`src/rtl/dsm_sigma_integrator.sv`:
```
// Sigma stage of a first-order delta-sigma modulator: saturating integrator plus
// a registered 1-bit quantizer, with a warm-up qualifier and a sticky saturation flag.
// The quantized bit feeds the upstream delta_feedback block, so the loop closes
// through exactly one register.
// Optional build macro: DSM_SIGMA_DITHER_EN adds LFSR dither to the quantizer decision only.
module dsm_sigma_integrator #(
  parameter int unsigned DELTA_WIDTH    = 5,
  parameter int unsigned ACC_WIDTH      = 8,
  parameter int unsigned WARMUP_SAMPLES = 16
) (
  input  logic                          i_clk,
  input  logic                          i_rst,
  input  logic                          i_en,
  input  logic signed [DELTA_WIDTH-1:0] i_delta,
  input  logic                          i_sat_clr,
  output logic                          o_quantized_bit,
  output logic signed [ACC_WIDTH-1:0]   o_acc,
  output logic                          o_valid,
  output logic                          o_sat
);

  localparam int unsigned CntW = (WARMUP_SAMPLES < 1) ? 1 : $clog2(WARMUP_SAMPLES + 1);
  localparam logic [CntW-1:0] WarmLast = CntW'(WARMUP_SAMPLES);

  // Clamp limits expressed at the widened sum width.
  localparam logic signed [ACC_WIDTH:0] SumMax = {2'b00, {(ACC_WIDTH-1){1'b1}}};
  localparam logic signed [ACC_WIDTH:0] SumMin = {2'b11, {(ACC_WIDTH-1){1'b0}}};
  localparam logic signed [ACC_WIDTH-1:0] AccMax = {1'b0, {(ACC_WIDTH-1){1'b1}}};
  localparam logic signed [ACC_WIDTH-1:0] AccMin = {1'b1, {(ACC_WIDTH-1){1'b0}}};

  typedef enum logic [1:0] {StIdle, StWarmup, StRun} state_e;

  state_e                      state_q, state_d;
  logic [CntW-1:0]             cnt_q, cnt_d;
  logic signed [ACC_WIDTH-1:0] acc_q, acc_next;
  logic signed [ACC_WIDTH:0]   sum;
  logic                        q_q, q_next;
  logic                        valid_q, valid_d;
  logic                        sat_q, sat_d;
  logic                        clamp_evt;

  // Widened add and clamp; an exact extreme value is representable and is not a clamp.
  always_comb begin
    sum       = (ACC_WIDTH+1)'(acc_q) + (ACC_WIDTH+1)'(i_delta);
    acc_next  = sum[ACC_WIDTH-1:0];
    clamp_evt = 1'b0;
    if (sum > SumMax) begin
      acc_next  = AccMax;
      clamp_evt = i_en;
    end else if (sum < SumMin) begin
      acc_next  = AccMin;
      clamp_evt = i_en;
    end
  end

`ifdef DSM_SIGMA_DITHER_EN
  logic [15:0]               lfsr_q;
  logic                      lfsr_fb;
  logic signed [ACC_WIDTH:0] dith_sum;

  // Dither only moves the decision threshold; the stored accumulator stays exact.
  always_comb begin
    lfsr_fb  = lfsr_q[15] ^ lfsr_q[13] ^ lfsr_q[12] ^ lfsr_q[10];
    dith_sum = (ACC_WIDTH+1)'(acc_next) + (ACC_WIDTH+1)'($signed(lfsr_q[1:0]));
    q_next   = ~dith_sum[ACC_WIDTH];
  end

  // LFSR advances once per enabled sample.
  always_ff @(posedge i_clk) begin
    if (i_rst) begin
      lfsr_q <= 16'hACE1;
    end else if (i_en) begin
      lfsr_q <= {lfsr_q[14:0], lfsr_fb};
    end
  end
`else
  // Plain sign quantizer: 1 when the new accumulator is non-negative.
  always_comb begin
    q_next = ~acc_next[ACC_WIDTH-1];
  end
`endif

  // Warm-up FSM: discards the first WARMUP_SAMPLES enabled samples after reset.
  always_comb begin
    state_d = state_q;
    cnt_d   = cnt_q;
    valid_d = 1'b0;
    if (i_en) begin
      unique case (state_q)
        StIdle: begin
          if (WARMUP_SAMPLES == 0) begin
            state_d = StRun;
            valid_d = 1'b1;
          end else begin
            cnt_d   = CntW'(1);
            state_d = (cnt_d == WarmLast) ? StRun : StWarmup;
          end
        end
        StWarmup: begin
          cnt_d = cnt_q + CntW'(1);
          if (cnt_d == WarmLast) begin
            state_d = StRun;
          end
        end
        StRun: begin
          valid_d = 1'b1;
        end
        default: begin
          state_d = StIdle;
        end
      endcase
    end
  end

  // Sticky saturation: a new clamp wins over a simultaneous clear.
  always_comb begin
    sat_d = clamp_evt | (sat_q & ~i_sat_clr);
  end

  // State registers; o_valid is registered alongside the sample it qualifies.
  always_ff @(posedge i_clk) begin
    if (i_rst) begin
      state_q <= StIdle;
      cnt_q   <= '0;
      acc_q   <= '0;
      q_q     <= 1'b0;
      valid_q <= 1'b0;
      sat_q   <= 1'b0;
    end else begin
      state_q <= state_d;
      cnt_q   <= cnt_d;
      valid_q <= valid_d;
      sat_q   <= sat_d;
      if (i_en) begin
        acc_q <= acc_next;
        q_q   <= q_next;
      end
    end
  end

  assign o_acc           = acc_q;
  assign o_quantized_bit = q_q;
  assign o_valid         = valid_q;
  assign o_sat           = sat_q;

endmodule

```
`config.mk`:
```
export PLATFORM = sky130hd
export DESIGN_NAME = dsm_sigma_integrator
export DESIGN_NICKNAME = d
export VERILOG_FILES = /design/src/rtl/dsm_sigma_integrator.sv
export SDC_FILE = /design/constraint.sdc
export NUM_CORES = 1
export LEC_CHECK = 0
export CAP_MARGIN = 20
export CORE_AREA = 5 5 69 71
export CTS_BUF_LIST = sky130_fd_sc_hd__clkbuf_8 sky130_fd_sc_hd__clkbuf_16
export DETAILED_ROUTE_END_ITERATION = 10
export DIE_AREA = 0 0 74 76
export PLACE_DENSITY = 0.6
export SYNTH_ARGS = -nofsm -noshare
export SYNTH_HDL_FRONTEND = slang
export SYNTH_SLANG_ARGS = --single-unit
```
`constraint.sdc`:
```
create_clock -name i_clk -period 4.35 [get_ports i_clk]
set_input_delay 0.87 -clock i_clk [delete_from_list [all_inputs] [get_ports i_clk]]
set_output_delay 0.87 -clock i_clk [all_outputs]
set_load 0.005 [all_outputs]
```
==> flow_summary_export.csv, run 1 <==
group,metric,value,unit
outcome,status,"completed",
global_routing,grt_pass1_wl,4460,µm
pwr,power.leakage,0.000545,µW
sta,layout_setup_ws,1.25,ns
sta,final-hold-violation-count,0,
pwr,p_int,416,µW
place,dp_cells,207,
yosys,synth_nets,163,
cts,cts_hold_buf,0,
yosys,ys_seq_elements,18,
floorplanning,rows,24,
route,highest_layer,"met4",
sta,min_period,3.10,ns
cts,cts_sinks,18,
yosys,syn_area,1190,µm²
worst_setup_path,worstPathMaxFanout,13,
pwr,pwr-share-comb,50.2,%
route,met3_length,94,µm
yosys,ys_seq_area_share,30.3,%
worst_setup_path,start_kind,"input pin",
yosys,synthCells,144,
worst_setup_path,crit_buf_inv,1,
pwr,power_frac_seq,32.5,%
floorplanning,die_y,76,µm
cells_and_area,stdcell_count,210,
floorplanning,ios,20,
cells_and_area,diodes,0,
sta,clock_skew,0.00468,ns
cells_and_area,fillers,437,
sta,timing.final.crit_share,71.3,%
sta,max_freq,323,MHz
place,place_ws,0.980,ns
floorplanning,fp.coreArea,4170,µm²
route,dr_total_vias,1047,
route,firstDrtPassIters,4,
cts,root_buffer,"clkbuf_8",
global_routing,grt_pass1_vias,960,
worst_setup_path,worstSetupPathType,"input pin to register",
route,vias_per_cell,4.99,
pwr,powerDensity,464,nW/µm²
worst_setup_path,worstSetupEndpointType,"register",
floorplanning,initial_utilization,28.5,%
route,dr_wl_met2,1150,µm
yosys,synthArstFlopShare,0,%
worst_setup_path,cp_top_family,"compound AO/OA/AOI/OAI gates",
sta,tns,0,ns
yosys,yosys.cell_types.count,41,
floorplanning,fp.dieW,74,µm
route,wl_per_cell,12.0,µm
worst_setup_path,slowest_stage,"o41a_1",
cells_and_area,final_util,34.5,%
yosys,synth_edf_count,0,
cts,cts_tree,"built",
place,io_buffers,19,
route,wl_met1,1240,µm
run,cap_viol_max_count,0,
cells_and_area,area_delta_synth_final,21.1,%
yosys,synth_area_leaders,"dfxtp_1 (30%), ha_1 (9.5%), nand2_1 (5.4%), a21oi_1 (4.6%), nor2_1 (4.4%)",
route,ant_nets,0,
global_routing,overflow,0,
pwr,p_clk_share,17.3,%
yosys,yosysWarnings,0,
place,gp_congestion,0.806,
route,routed_wl,2530,µm
route,drc,0,
route,drt_iter0_drc,87,
cells_and_area,drive_gt1_share,5.70,%
cts,htreeDepth,1,
cts,cts-resized-gates,0,
cts,cts_made_buffers,3,
cts,clockBufferDepth,2,
yosys,synth_top_cell_area_share,30.3,%
worst_setup_path,path_cells,"clkdlybuf4s50_1 -> ha_1 -> fa_1 -> a21oi_1 -> o211ai_1 -> o41a_1 -> o211ai_1 -> o311ai_0",
worst_setup_path,required,4.45,ns
cts,post_cts_buffers,0,
pwr,p_sw,251,µW
place,dp.final_hpwl,1880,µm
global_routing,grt_usage,9.76,%
cts,clk_pin_slew_worst_paths,0.07,ns
pwr,netSwitchingFraction,37.6,%
worst_setup_path,crit_top_cell,"o211ai_1",
sta,grt_setup_unrepaired,"false",
floorplanning,fp.dieArea,5620,µm²
yosys,synth_top_area_cell,"dfxtp_1",
worst_setup_path,arrival,3.20,ns
sta,relSlewSlack,49.8,%
global_routing,grt_max_degree,21,
worst_setup_path,cpPeakStageDelay,0.52,ns
yosys,ys.flop_type,"dfxtp_1",
sta,setup_viol,0,
hold_path,hp-class,"register to register",
cts,clk_latency,0.25,ns
yosys,synth.avg_cell_area,8.25,µm²
sta,worst_pin_slew,0.751,ns
global_routing,antenna_found_initial,0,
pwr,ir_drop,0.158,mV
cells_and_area,nNetsFinal,179,
sta,maxSlewViolCount,0,
-- worst min-delay path: stages, from the launching register on --
cell	delay, ns
dfxtp_1	0.33
nand2_1	0.06
a21oi_1	0.05
-- cell families after synthesis --
kind of cell | synth area share, %
flops | 30.3
mux | 1.68
xor+xnor | 5.05
buf+inv | 5.47
simple gates | 23.9
compound gates | 22.4
fa+ha+maj | 11.2
-- synthesized netlist by cell type (2+ instances only) --
master and n:
dfxtp_1 18, nand2_1 17, nor2_1 14, a21oi_1 11, nand3_1 10, ha_1 9, o21ai_0 6, inv_1 5
a311oi_1 4, nor2b_1 4, clkbuf_1 3, nand2b_1 3, nor3_1 3, xor2_1 3, buf_1 2, buf_6 2
mux2i_1 2, nand3b_1 2, nand4_1 2, o211ai_1 2, xnor2_1 2
-- metrics by stage --
step / hold WS, ns / total power [µW] / area (µm²)
after CTS: 0.483 / 675 / 1440
after global routing: 0.510 / 720 / 1440
after floorplan: 0.449 / 472 / 1190
after global placement: 0.464 / 558 / 1400
after detailed placement: 0.473 / 557 / 1400
final: 0.480 / 667 / 1440
-- layout make-up --
type                    count  area (µm²)  share of cell area [%]
repair buffers             19         190                    13.2
well taps                  52        65.1                    4.52
clock buffers               3        41.3                    2.87
flip-flops and latches     18         360                    25.0
multi-input cells         113         763                    53.0
inverters                   5        18.8                    1.30
-- state kept, by name (all words and copies together), names as in the netlist --
signal           count
cnt_q                5
o_acc                8
o_quantized_bit      1
o_sat                1
o_valid              1
state_q              2
-- per-layer routing --
metal	vias up	track usage, %
met1	480	13.9
met2	16	14.5
li1	547	-
met3	4	1.58
met5	-	0
met4	0	3.80
-- power groups by stage --
stage | logic [µW] | clock network [µW] | registers (µW)
2_1_floorplan | 255 | 0 | 218
3_3_place_gp | 335 | 0 | 222
3_5_place_dp | 335 | 0 | 222
4_1_cts | 337 | 120 | 219
5_1_grt | 371 | 127 | 223
6_report | 335 | 115 | 217
-- final timing paths --
check	startpoint	endpoint	slack (ns)	cells after the start
worst max-delay path	i_delta[0]	o_acc[5]$_SDFFE_PP0P_	1.25	8
worst min-delay path	cnt_q[1]$_SDFFE_PP0P_	cnt_q[1]$_SDFFE_PP0P_	0.48	2
worst max register to register	o_acc[0]$_SDFFE_PP0P_	o_acc[5]$_SDFFE_PP0P_	1.97	7
worst min register to register	cnt_q[1]$_SDFFE_PP0P_	cnt_q[1]$_SDFFE_PP0P_	0.48	2
-- cells in the final DEF, fill, tap and decap left out, types with 4 or more instances in the layout --
cell type,Yosys,final
inv_1,5,5
a311oi_1,4,4
ha_1,9,9
nand2_1,17,17
nor2b_1,4,4
nand3_1,10,10
clkdlybuf4s50_1,0,19
a21oi_1,11,11
o21ai_0,6,6
nor2_1,14,14
dfxtp_1,18,18
No activity file was read; power rests on OpenSTA's default activity.
==> run 2: changes to the inputs <==
Settings changed: PLACE_DENSITY 0.6 to 0.62.
Clock period 4.35 ns to 2.8 ns, I/O delays scaled along.
==> run 2 against run 1 <==
Sequential power up 56%. Cell count rose by 7.6%. Routed wire length up 8.3%. Register-to-register slack got worse by 1.4 ns. First-iteration DRC count shrank 44%. Design area increased by 9.7%. Combinational power increased by 84%. Via count is 8.6% higher. Worst hold slack worse by 0.0027 ns. Sequential cell count is the same.
==> flow_summary_export.csv, run 2 (synthesized netlist as in run 1, its figures left out) <==
group,metric,value,unit
cts,cts-resized-gates,0,
route,drc,0,
cts,cts_made_buffers,3,
route,ant_nets,0,
global_routing,overflow,0,
pwr,p_int,748,µW
pwr,ir_drop,0.239,mV
cts,cts_hold_buf,0,
cts,clockBufferDepth,2,
place,post_dp_cell_area,1510,µm²
sta,relSlewSlack,74.2,%
worst_setup_path,r2r_start,"o_acc[0]$_SDFFE_PP0P_",
sta,maxSlewViolCount,0,
sta,final-hold-violation-count,0,
cts,cts_tree,"built",
pwr,power.leakage,0.000629,µW
worst_setup_path,required,2.92,ns
cells_and_area,post-route-cell-area,1580,µm²
cts,cts_sinks,18,
worst_setup_path,arrival,2.73,ns
sta,timing.final.crit_share,93.0,%
run,cap_viol_max_count,0,
sta,grt_setup_unrepaired,"false",
route,drt_iter0_drc,49,
cts,post_cts_buffers,0,
sta,worst_pin_slew,0.387,ns
floorplanning,fp.dieArea,5620,µm²
floorplanning,rows,24,
cts,htreeDepth,1,
worst_setup_path,worstPathMaxFanout,13,
worst_setup_path,worstSetupPathType,"input pin to register",
place,gp_congestion,0.812,
worst_setup_path,worstSetupEndpointType,"register",
route,routed_wl,2740,µm
sta,clock_skew,0.000692,ns
pwr,p_clk_share,18.3,%
hold_path,hp-start,"cnt_q[1]$_SDFFE_PP0P_",
floorplanning,fp.dieW,74,µm
worst_setup_path,startpoint,"i_delta[0]",
global_routing,grt_usage,10.2,%
global_routing,grt_max_degree,19,
global_routing,grt_pass1_vias,1057,
cts,clk_pin_slew_worst_paths,0.07,ns
pwr,powerDensity,741,nW/µm²
sta,min_period,2.61,ns
sta,setup_viol,0,
pwr,p_sw,421,µW
cells_and_area,largest_register_ffs,8,
cells_and_area,diodes,0,
worst_setup_path,start_kind,"input pin",
route,firstDrtPassIters,4,
place,dp.final_hpwl,2120,µm
floorplanning,ios,20,
cells_and_area,final_cell_mix,"clkdlybuf4s50_1 (19), dfxtp_1 (18), nand2_1 (17)",
cells_and_area,area_delta_synth_final,32.7,%
route,wl_per_cell,12.1,µm
cells_and_area,stdcell_count,226,
cells_and_area,mostFrequentLayoutCell,"clkdlybuf4s50_1",
cells_and_area,final_util,37.8,%
cells_and_area,nNetsFinal,194,
route,dr_total_vias,1137,
cells_and_area,drive_gt1_share,14.9,%
global_routing,antenna_found_initial,0,
place,io_buffers,19,
floorplanning,fp.coreArea,4170,µm²
hold_path,hp-class,"register to register",
pwr,netSwitchingFraction,36.1,%
global_routing,grt_pass1_wl,4710,µm
cts,clk_latency,0.25,ns
route,vias_per_cell,5.03,
pwr,pwr-share-comb,52.8,%
outcome,status,"completed",
sta,whs,0.478,ns
sta,max_freq,384,MHz
floorplanning,initial_utilization,28.5,%
floorplanning,die_y,76,µm
place,dp_cells,222,
pwr,power_frac_seq,28.9,%
cts,root_buffer,"clkbuf_8",
==> run 2: changes by cell type in the layout (fill, tap and decap cells not counted), sizes merged <==
cell    delta
clkbuf     +1
buf       +15
==> run 2: layout make-up <==
class,count,area (µm²)
Clock buffer,4,55.1
Fill cell,432,2600
Inverter,5,18.8
Multi-Input combinational cell,113,776
Sequential cell,18,360
Tap cell,52,65.1
Timing Repair Buffer,34,303
==> run 2: stage by stage <==
step           setup TNS (ns)  power [µW]  worst slack (ns)
6_report                    0        1170             0.195
5_1_grt                     0        1270            0.0278
4_1_cts                     0        1170             0.149
3_5_place_dp           -0.575         949            -0.124
3_3_place_gp           -0.391         946           -0.0828
2_1_floorplan               0         734             0.417
==> run 2: power groups by stage <==
stage               registers (µW)  logic, µW  clock network, µW
finish                         338        617                213
global placement               345        601                  0
floorplan                      338        395                  0
global route                   346        694                231
CTS                            340        606                218
detailed placement             345        604                  0
==> run 2: metal layers <==
layer	up-vias	share of wire, %	track usage [%]
li1	579	-	-
met1	523	48	13.6
met2	29	44	15.5
met3	6	4.5	1.98
met4	0	2.8	5.07
met5	-	0	0
==> run 2: worst max-delay path, stage by stage <==
cell	delay, ns
clkdlybuf4s50_1	0.41
ha_1	0.22
fa_1	0.38
a21oi_1	0.18
o211ai_1	0.14
o41a_2	0.51
o211ai_1	0.18
o311ai_0	0.13
==> run 2: path summary, 6_finish.rpt <==
| path | to | slack, ns | cells past startpoint |
|---|---|---|---|
| setup / recovery | o_acc[5]$_SDFFE_PP0P_ | 0.19 | 8 |
| hold / removal | cnt_q[1]$_SDFFE_PP0P_ | 0.48 | 2 |
| setup reg to reg | o_acc[5]$_SDFFE_PP0P_ | 0.60 | 7 |
| hold reg to reg | cnt_q[1]$_SDFFE_PP0P_ | 0.48 | 2 |
